<file path="src/rtl/gpr_wport_arbiter_if.sv">
// Write-port arbitration bundle: writeback and secondary result requests in,
// register-file write port, stall request and pending-write mask out.
interface gpr_wport_arbiter_if #(
    parameter int DATA_W = 32
);
    logic              wb_we;
    logic [4:0]        wb_addr;
    logic [DATA_W-1:0] wb_data;
    logic              lu_valid;
    logic [4:0]        lu_addr;
    logic [DATA_W-1:0] lu_data;
    logic              lu_ready;
    logic              gpr_we;
    logic [4:0]        gpr_a3;
    logic [DATA_W-1:0] gpr_wd;
    logic              stall_req;
    logic [31:0]       pend_mask;

    modport master (
        output wb_we, wb_addr, wb_data, lu_valid, lu_addr, lu_data,
        input  lu_ready, gpr_we, gpr_a3, gpr_wd, stall_req, pend_mask
    );

    modport slave (
        input  wb_we, wb_addr, wb_data, lu_valid, lu_addr, lu_data,
        output lu_ready, gpr_we, gpr_a3, gpr_wd, stall_req, pend_mask
    );
endinterface

</file>
<file path="src/rtl/gpr_wport_arbiter.sv">
// Shares the GPR write port between writeback (always wins) and an in-order
// FIFO of long-latency results, with WAW kill, starvation bubble and pending mask.
module gpr_wport_arbiter #(
    parameter int DEPTH      = 2,
    parameter int STARVE_MAX = 4,
    parameter int DATA_W     = 32
) (
    input logic                Clk,
    input logic                Rst,
    gpr_wport_arbiter_if.slave bus
);
    localparam int PTR_W = (DEPTH > 1) ? $clog2(DEPTH) : 1;
    localparam int CNT_W = $clog2(DEPTH + 1);
    localparam int STV_W = (STARVE_MAX > 1) ? $clog2(STARVE_MAX) : 1;
    localparam logic [STV_W-1:0] STV_LAST = STV_W'(STARVE_MAX - 1);

    logic [4:0]        addr_r [DEPTH];
    logic [DATA_W-1:0] data_r [DEPTH];
    logic [DEPTH-1:0]  occ_r;
    logic [DEPTH-1:0]  kill_r;
    logic [PTR_W-1:0]  rd_ptr_r;
    logic [PTR_W-1:0]  wr_ptr_r;
    logic [CNT_W-1:0]  count_r;
    logic [STV_W-1:0]  starve_r;
    logic [31:0]       pend_r;

    logic              full_s;
    logic              empty_s;
    logic              head_live_s;
    logic              grant_wb_s;
    logic              lu_ready_s;
    logic              enq_s;
    logic              pop_s;
    logic              gpr_we_s;
    logic [4:0]        gpr_a3_s;
    logic [DATA_W-1:0] gpr_wd_s;
    logic [DEPTH-1:0]  occ_nx_s;
    logic [DEPTH-1:0]  kill_nx_s;
    logic [31:0]       pend_nx_s;
    logic [CNT_W-1:0]  count_nx_s;
    logic [STV_W-1:0]  starve_nx_s;

    assign full_s      = (count_r == CNT_W'(DEPTH));
    assign empty_s     = (count_r == {CNT_W{1'b0}});
    assign head_live_s = !empty_s && !kill_r[rd_ptr_r];
    assign grant_wb_s  = !Rst && bus.wb_we && (bus.wb_addr != 5'd0);
    assign lu_ready_s  = !Rst && !full_s;
    assign enq_s       = bus.lu_valid && lu_ready_s && (bus.lu_addr != 5'd0);

    assign bus.lu_ready  = lu_ready_s;
    assign bus.gpr_we    = gpr_we_s;
    assign bus.gpr_a3    = gpr_a3_s;
    assign bus.gpr_wd    = gpr_wd_s;
    assign bus.pend_mask = pend_r;
    assign bus.stall_req = !Rst && head_live_s && (starve_r == STV_LAST);

    // Port select: writeback first, otherwise drain the FIFO head (killed heads pop silently)
    always_comb begin
        gpr_we_s = 1'b0;
        gpr_a3_s = 5'd0;
        gpr_wd_s = {DATA_W{1'b0}};
        pop_s    = 1'b0;
        if (grant_wb_s) begin
            gpr_we_s = 1'b1;
            gpr_a3_s = bus.wb_addr;
            gpr_wd_s = bus.wb_data;
        end else if (!Rst && !empty_s) begin
            pop_s = 1'b1;
            if (!kill_r[rd_ptr_r]) begin
                gpr_we_s = 1'b1;
                gpr_a3_s = addr_r[rd_ptr_r];
                gpr_wd_s = data_r[rd_ptr_r];
            end else begin
                gpr_we_s = 1'b0;
            end
        end else begin
            gpr_we_s = 1'b0;
        end
    end

    // Next FIFO occupancy/kill state; pend mask is built from it so it lines up with the new state
    always_comb begin
        occ_nx_s  = occ_r;
        kill_nx_s = kill_r;
        pend_nx_s = 32'd0;
        for (int i = 0; i < DEPTH; i++) begin
            occ_nx_s[i]  = occ_r[i] && !(pop_s && (rd_ptr_r == PTR_W'(i)));
            kill_nx_s[i] = kill_r[i] || (grant_wb_s && (addr_r[i] == bus.wb_addr));
            if (enq_s && (wr_ptr_r == PTR_W'(i))) begin
                occ_nx_s[i]  = 1'b1;
                kill_nx_s[i] = grant_wb_s && (bus.wb_addr == bus.lu_addr);
            end else begin
                occ_nx_s[i]  = occ_nx_s[i];
            end
            pend_nx_s = pend_nx_s |
                ((occ_nx_s[i] && !kill_nx_s[i])
                    ? (32'd1 << ((enq_s && (wr_ptr_r == PTR_W'(i))) ? bus.lu_addr : addr_r[i]))
                    : 32'd0);
        end
        pend_nx_s[0] = 1'b0;
        count_nx_s   = count_r + CNT_W'(enq_s) - CNT_W'(pop_s);
    end

    // Starvation age of a live head that keeps losing the port to writeback
    always_comb begin
        if (empty_s || pop_s) begin
            starve_nx_s = {STV_W{1'b0}};
        end else if (head_live_s && grant_wb_s && (starve_r != STV_LAST)) begin
            starve_nx_s = starve_r + STV_W'(1);
        end else begin
            starve_nx_s = starve_r;
        end
    end

    // State registers
    always_ff @(posedge Clk or posedge Rst) begin
        if (Rst) begin
            for (int i = 0; i < DEPTH; i++) begin
                addr_r[i] <= 5'd0;
                data_r[i] <= {DATA_W{1'b0}};
            end
            occ_r    <= {DEPTH{1'b0}};
            kill_r   <= {DEPTH{1'b0}};
            rd_ptr_r <= {PTR_W{1'b0}};
            wr_ptr_r <= {PTR_W{1'b0}};
            count_r  <= {CNT_W{1'b0}};
            starve_r <= {STV_W{1'b0}};
            pend_r   <= 32'd0;
        end else begin
            if (enq_s) begin
                addr_r[wr_ptr_r] <= bus.lu_addr;
                data_r[wr_ptr_r] <= bus.lu_data;
                wr_ptr_r         <= wr_ptr_r + PTR_W'(1);
            end
            if (pop_s) begin
                rd_ptr_r <= rd_ptr_r + PTR_W'(1);
            end
            occ_r    <= occ_nx_s;
            kill_r   <= kill_nx_s;
            count_r  <= count_nx_s;
            starve_r <= starve_nx_s;
            pend_r   <= pend_nx_s;
        end
    end
endmodule
</file>
<file path="src/flat_wrapper.sv">
// flat-port wrapper written by rule: the top's interface ports become plain ports
module gpr_wport_arbiter_flat 
#(
    parameter int DEPTH      = 2,
    parameter int STARVE_MAX = 4,
    parameter int DATA_W     = 32
)
  (Clk, Rst, bus_wb_we, bus_wb_addr, bus_wb_data, bus_lu_valid, bus_lu_addr, bus_lu_data, bus_lu_ready, bus_gpr_we, bus_gpr_a3, bus_gpr_wd, bus_stall_req, bus_pend_mask);
  gpr_wport_arbiter_if #(.DATA_W(DATA_W)) bus_i ();
  input logic Clk;
  input logic Rst;
  input wire logic [$bits(bus_i.wb_we)-1:0] bus_wb_we;
  input wire logic [$bits(bus_i.wb_addr)-1:0] bus_wb_addr;
  input wire logic [$bits(bus_i.wb_data)-1:0] bus_wb_data;
  input wire logic [$bits(bus_i.lu_valid)-1:0] bus_lu_valid;
  input wire logic [$bits(bus_i.lu_addr)-1:0] bus_lu_addr;
  input wire logic [$bits(bus_i.lu_data)-1:0] bus_lu_data;
  output wire logic [$bits(bus_i.lu_ready)-1:0] bus_lu_ready;
  output wire logic [$bits(bus_i.gpr_we)-1:0] bus_gpr_we;
  output wire logic [$bits(bus_i.gpr_a3)-1:0] bus_gpr_a3;
  output wire logic [$bits(bus_i.gpr_wd)-1:0] bus_gpr_wd;
  output wire logic [$bits(bus_i.stall_req)-1:0] bus_stall_req;
  output wire logic [$bits(bus_i.pend_mask)-1:0] bus_pend_mask;
  assign bus_i.wb_we = bus_wb_we;
  assign bus_i.wb_addr = bus_wb_addr;
  assign bus_i.wb_data = bus_wb_data;
  assign bus_i.lu_valid = bus_lu_valid;
  assign bus_i.lu_addr = bus_lu_addr;
  assign bus_i.lu_data = bus_lu_data;
  assign bus_lu_ready = bus_i.lu_ready;
  assign bus_gpr_we = bus_i.gpr_we;
  assign bus_gpr_a3 = bus_i.gpr_a3;
  assign bus_gpr_wd = bus_i.gpr_wd;
  assign bus_stall_req = bus_i.stall_req;
  assign bus_pend_mask = bus_i.pend_mask;
  gpr_wport_arbiter #(.DEPTH(DEPTH), .STARVE_MAX(STARVE_MAX), .DATA_W(DATA_W)) u_core (.Clk(Clk), .Rst(Rst), .bus(bus_i));
endmodule
</file>
<file path="config.mk">
export PLATFORM = sky130hd
export DESIGN_NAME = gpr_wport_arbiter_flat
export DESIGN_NICKNAME = d
export VERILOG_FILES = /design/src/rtl/gpr_wport_arbiter_if.sv /design/src/rtl/gpr_wport_arbiter.sv /design/src/flat_wrapper.sv
export SDC_FILE = /design/constraint.sdc
export NUM_CORES = 1
export LEC_CHECK = 0
export ABC_AREA = 1
export CAP_MARGIN = 10
export CORE_UTILIZATION = 54
export DETAILED_ROUTE_END_ITERATION = 8
export GPL_TIMING_DRIVEN = 0
export PLACE_DENSITY = 0.86
export SLEW_MARGIN = 25
export SYNTH_ARGS = -nofsm -noshare
export SYNTH_HDL_FRONTEND = slang
export SYNTH_SLANG_ARGS = --single-unit
</file>
<file path="constraint.sdc">
create_clock -name Clk -period 4.7 [get_ports Clk]
set_input_delay 0.705 -clock Clk [delete_from_list [all_inputs] [get_ports Clk]]
set_output_delay 0.705 -clock Clk [all_outputs]
set_load 0.01 [all_outputs]
</file>
**Yosys cells after proc, flatten, opt, wreduce, memory -nomap -nowiden**

Index checks and enable logic that the tools add are counted.

- Register bits: 115
- Input bits: 78
- Output and inout port bits: 72
- Logic and storage cells: 106

- Add/sub/neg operators: 5
- $lt $le $gt $ge: 4
- Eq/ne operators: 6
- Shift operators: 2
- Muxes and demuxes: 35
- Bitwise logic cells: 5
- Reduce and logical (&&, ||, !) cells: 38

Operator list:

| operator | number |
|---|---|
| 32-bit two-way mux | 9 |
| 64-bit bitwise mux | 1 |
| 1-bit by 5-bit << shifter with 32-bit output, first input constant | 2 |
| 5-bit two-way mux | 9 |
| 32-bit demux with 1-bit select | 1 |
| 32-bit bitwise OR | 1 |
| 1-bit logical AND | 23 |
| 5-bit equality test | 3 |
| 1-bit two-way mux | 11 |
| 10-bit bitwise mux | 1 |
| 5-bit nonzero test | 2 |
| 1-bit zero test | 8 |
| 5-bit demux with 1-bit select | 1 |
| 2-bit equality test, second input constant | 2 |
| 2-bit greater-or-equal comparator, second input constant | 2 |
| 2-bit two-way mux | 2 |
| 1-bit NOT with 2-bit output | 2 |
| 1-bit logical OR | 3 |
| 1-bit adder, second input constant | 2 |
| 2-bit by 1-bit adder with 2-bit output | 1 |
| 2-bit by 1-bit adder with 2-bit output, second input constant | 1 |
| 2-bit zero test | 1 |
| 1-bit by 2-bit less-than comparator with 1-bit output, second input constant | 1 |
| 2-bit by 1-bit less-than comparator with 1-bit output, second input constant | 1 |
| other kinds (4) | 5 |

**Logic depth before layout (Yosys ltp)**

- Depth in word-level cells: 12
- Mapped depth: 15
- Gate-level depth less buffers: 13

**Worst setup path after synthesis**

Ideal clock, no wire load.

- Path kind: input port to output port
- From: input Rst
- To: output bus_gpr_a3[0]
- Arrival: 3,068 ps
- Data required time: 3,995 ps
- Slack: 927 ps
- Stages: 4
- Buffers on the path: 1
- Cells stage by stage: inv_2 nand3_1 clkbuf_1 o21ai_0

- Longest elaborated chain between the ends: 4
- Elaborated cells between the ends (all ways): 6
- Classes of those cells: 2 x mux; 4 x reduce/logical

Ends and longest elaborated chain:

| item | RTL line | source |
|---|---|---|
| start: declaration | flat_wrapper.sv:11 | `input logic Rst;` |
| 1-bit zero test (*) | gpr_wport_arbiter.sv:46, gpr_wport_arbiter.sv:67 |  |
| 1-bit logical AND (on tied branches) | gpr_wport_arbiter.sv:67, gpr_wport_arbiter.sv:46 |  |
| 5-bit two-way mux or 1-bit logical AND (tied branches) | gpr_wport_arbiter.sv:67, gpr_wport_arbiter.sv:46 |  |
| 5-bit two-way mux (*) | gpr_wport_arbiter.sv:63 | `if (grant_wb_s) begin` |
| end: declaration | flat_wrapper.sv:20 | `output wire logic [$bits(bus_i.gpr_a3)-1:0] bus_gpr_a3;` |

Mark *: on every way between the ends. The rest lies on a longest branch, timed or not.

**Worst setup path in the final report**

- From: input bus_wb_addr[1]
- To: output bus_gpr_a3[0]

- Longest elaborated chain between the ends: 3

Ends and longest elaborated chain:

| item | RTL line | source |
|---|---|---|
| start: declaration | flat_wrapper.sv:13 | `input wire logic [$bits(bus_i.wb_addr)-1:0] bus_wb_addr;` |
| 5-bit nonzero test | gpr_wport_arbiter.sv:46 | `assign grant_wb_s = !Rst && bus.wb_we && (bus.wb_addr != 5'd0);` |
| 1-bit logical AND | gpr_wport_arbiter.sv:46 |  |
| 5-bit two-way mux | gpr_wport_arbiter.sv:63 |  |

No other way between the ends.

==> results by group <==
Setup path
  • Crit path required time: 3990 ps
  • Crit-path max FO: 10
  • Critical path capture point type: primary output
  • Crit start category: input pin
  • Worst Setup SP: bus_wb_addr[1]
  • Critical Path Max Stage Delay: 600 ps
  • RR Startpoint: u_core.count_r[1]
  • Crit-path cells: clkdlybuf4s50_1, nor2_1, nand3_1, nand2_2, nand3_1, clkbuf_1, o21ai_0, clkdlybuf4s50_1
  • Critical Path AT: 3550 ps
  • Slowest CP cell: clkdlybuf4s50_1
  • Critical path class: in2out

Logic synthesis
  • Area contributors post-synth: dfrtp_1, nand2_1, o21ai_0, inv_1, nor2_1
  • Post-synthesis sequential area ratio: 47.62%
  • Commonest register cell after synthesis: dfrtp_1
  • Flops & latches, synth: 115
  • Ys Warns: 0
  • Post-Syn Instances: 788
  • Synth top area share: 47.62%
  • Avg Cell Area, Syn: 7.669 µm²
  • Synth area leader: dfrtp_1
  • Number of synthesized flops with an enable pin: 0
  • Post-synth ARST share: 100.0%
  • Mapped cell area: 6043 µm²
  • Post-synth cell types: 32
  • Synthesized Nets: 869

Timing
  • Setup TNS Final: 0 ps
  • Period utilisation layout: 90.57%
  • Least-Margin Pin Slew: 625.4 ps
  • Final setup vio count: 0
  • Setup Skew: 11.27 ps
  • Final hold vios: 0
  • Max_slew headroom: 58.31%
  • Slew Limit Fails: 0
  • Period minus WS final: 4257 ps
  • Final worst slack: 443.4 ps
  • RSZ-0062 raised after global routing: false
  • F_max: 0.2349 GHz
  • Min Hold Slack: 475.1 ps

Clock network
  • Worst skew pair latency: 520 ps
  • CTS Sinks: 115
  • CTS resizes: 0
  • CTS max path bufs: 2
  • Post-CTS Setup Inserts: 0
  • CTS tree: built
  • CTS Hold Bufs: 0
  • TritonCTS Buffers: 17
  • Register clock-pin slew on the reported worst setup and hold paths: 60 ps
  • Clock root buffer: clkbuf_8
  • H-Tree Depth: 4

Drt
  • Drt drc: 0
  • DR vias/cell: 5.354
  • DRT Wirelength: 17.15 mm
  • Post-route ant nets: 0
  • Via count: 5921
  • DRT iter0 DRCs: 491
  • Initial DRT Pass Iterations: 5
  • WL/cell: 15.51 µm

Die
  • Row count: 38
  • Die height: 107.8 µm
  • DIE WIDTH: 107.8 µm
  • Die Area: 11620 µm²
  • I/O pins: 150
  • Starting Density: 55.50%
  • Floorplan core area: 10890 µm²

Pwr
  • Static leakage: 4.022 nW
  • PwrDens: 592.2 nW/µm²
  • Final Power: 4.939 mW
  • Maximum vdd drop: 306.6 µV

Cells and area
  • Layout cells sized above 1: 10.35%
  • Commonest non-fill, non-tap cells in the layout: nand2_1, clkdlybuf4s50_1, dfrtp_1, o21ai_0, inv_1
  • Area Growth Syn to Fin: 38.01%
  • Finished Cell Area: 8341 µm²
  • Final Util: 76.60%
  • ANT cells: 0
  • Fin nets: 1034
  • Commonest non-fill, non-tap cell in the layout: nand2_1
  • Finished Layout Cells: 1106
  • Fill cells: 756

Global route
  • First-pass GRT wire length: 27.75 mm
  • Largest net degree at the start of global routing: 67
  • Gr ovfl total: 0
  • Global Route Usage Sum: 31.38%
  • Initial antenna violation count: 2
  • Vias in the first global route: 5877

Placed design
  • Placed cell areas: 7702 µm²
  • Port bufs: 145
  • Routability congestion estimate: 0.8964
  • DP HPWL: 11.78 mm
  • Placed cells: 1074
  • Pre-CTS WS: 441.1 ps

Flow run
  • Maxcap violations: 0

Hold path
  • HP Start: u_core.data_r[55]
  • Hold WC Path Type: reg2reg

Run status
  • Outcome: completed
-- Yosys cell counts (5+ instances only) --
library cell	number
nor2_1	46
inv_1	59
nand3_2	5
inv_2	7
nand2_1	329
xnor2_1	11
nand2_2	7
buf_2	5
dfrtp_1	115
buf_6	5
nand3_1	17
xor2_1	6
clkbuf_1	21
o21ai_0	104
nor2_2	6
o21ai_2	10
-- where the power goes --
part | total, mW | internal [mW] | switching [mW]
clock network | 1.39 | 0.899 | 0.492
logic | 2.01 | 0.764 | 1.24
registers | 1.54 | 1.36 | 0.186
-- sequential cells by signal (all words and copies together) (netlist names) --
register	cells
u_core.addr_r	10
u_core.bus.pend_mask	31
u_core.count_r	2
u_core.data_r	64
u_core.kill_r	2
u_core.occ_r	2
u_core.rd_ptr_r	1
u_core.starve_r	2
u_core.wr_ptr_r	1
-- final timing paths --
check	slack, ps	depth (start not counted)	end
min in group asynchronous	690	2	u_core.starve_r[0]
worst min register to register	480	2	u_core.data_r[55]
worst max-delay path	440	8	bus_gpr_a3[0]
worst min-delay path	480	2	u_core.data_r[55]
max in group asynchronous	3320	3	u_core.addr_r[7]
worst max register to register	2780	12	u_core.bus.pend_mask[4]
-- worst max-delay path: cells and delay by family --
family	cells	cell delay, ps
buffers and inverters	3	1520
AND/OR/NAND/NOR	4	950
AO/OA/AOI/OAI	1	380
-- routing by layer --
| metal | routed length (µm) | up-vias | global-route usage (%) | part of all wire, % |
|---|---|---|---|---|
| li1 | - | 2778 | - | - |
| met1 | 6920 | 2807 | 38.69 | 40 |
| met5 | 22 | - | 0 | 0.13 |
| met4 | 589 | 4 | 16.34 | 3.4 |
| met2 | 8260 | 274 | 50.73 | 48 |
| met3 | 1361 | 58 | 7.990 | 7.9 |
-- kinds of logic (layout without fill, tap and decap cells) --
logic type               Yosys count  in the layout  synth area share [%]
buffers and inverters            107            285                 8.012
flip-flops                       115            115                 47.62
other                              1              1               0.06205
adder cells (fa/ha/maj)            3              3                0.6212
AND/OR/NAND/NOR                  421            421                 29.52
multiplexers                       2              2                0.3313
AO/OA/AOI/OAI                    122            122                 11.37
XOR/XNOR                          17             17                 2.464
-- cell type report --
| cell class | count | area, µm² | area share (%) |
|---|---|---|---|
| plain buffers | 38 | 217.7 | 2.610 |
| clock buffers | 19 | 441.7 | 5.296 |
| clock inverters | 13 | 196.4 | 2.355 |
| inverters | 69 | 271.5 | 3.255 |
| multi-input cells | 566 | 2681 | 32.15 |
| flip-flops and latches | 115 | 2878 | 34.50 |
| well taps | 140 | 175.2 | 2.100 |
| repair buffers | 146 | 1479 | 17.73 |
No activity file was read; power rests on OpenSTA's default activity.
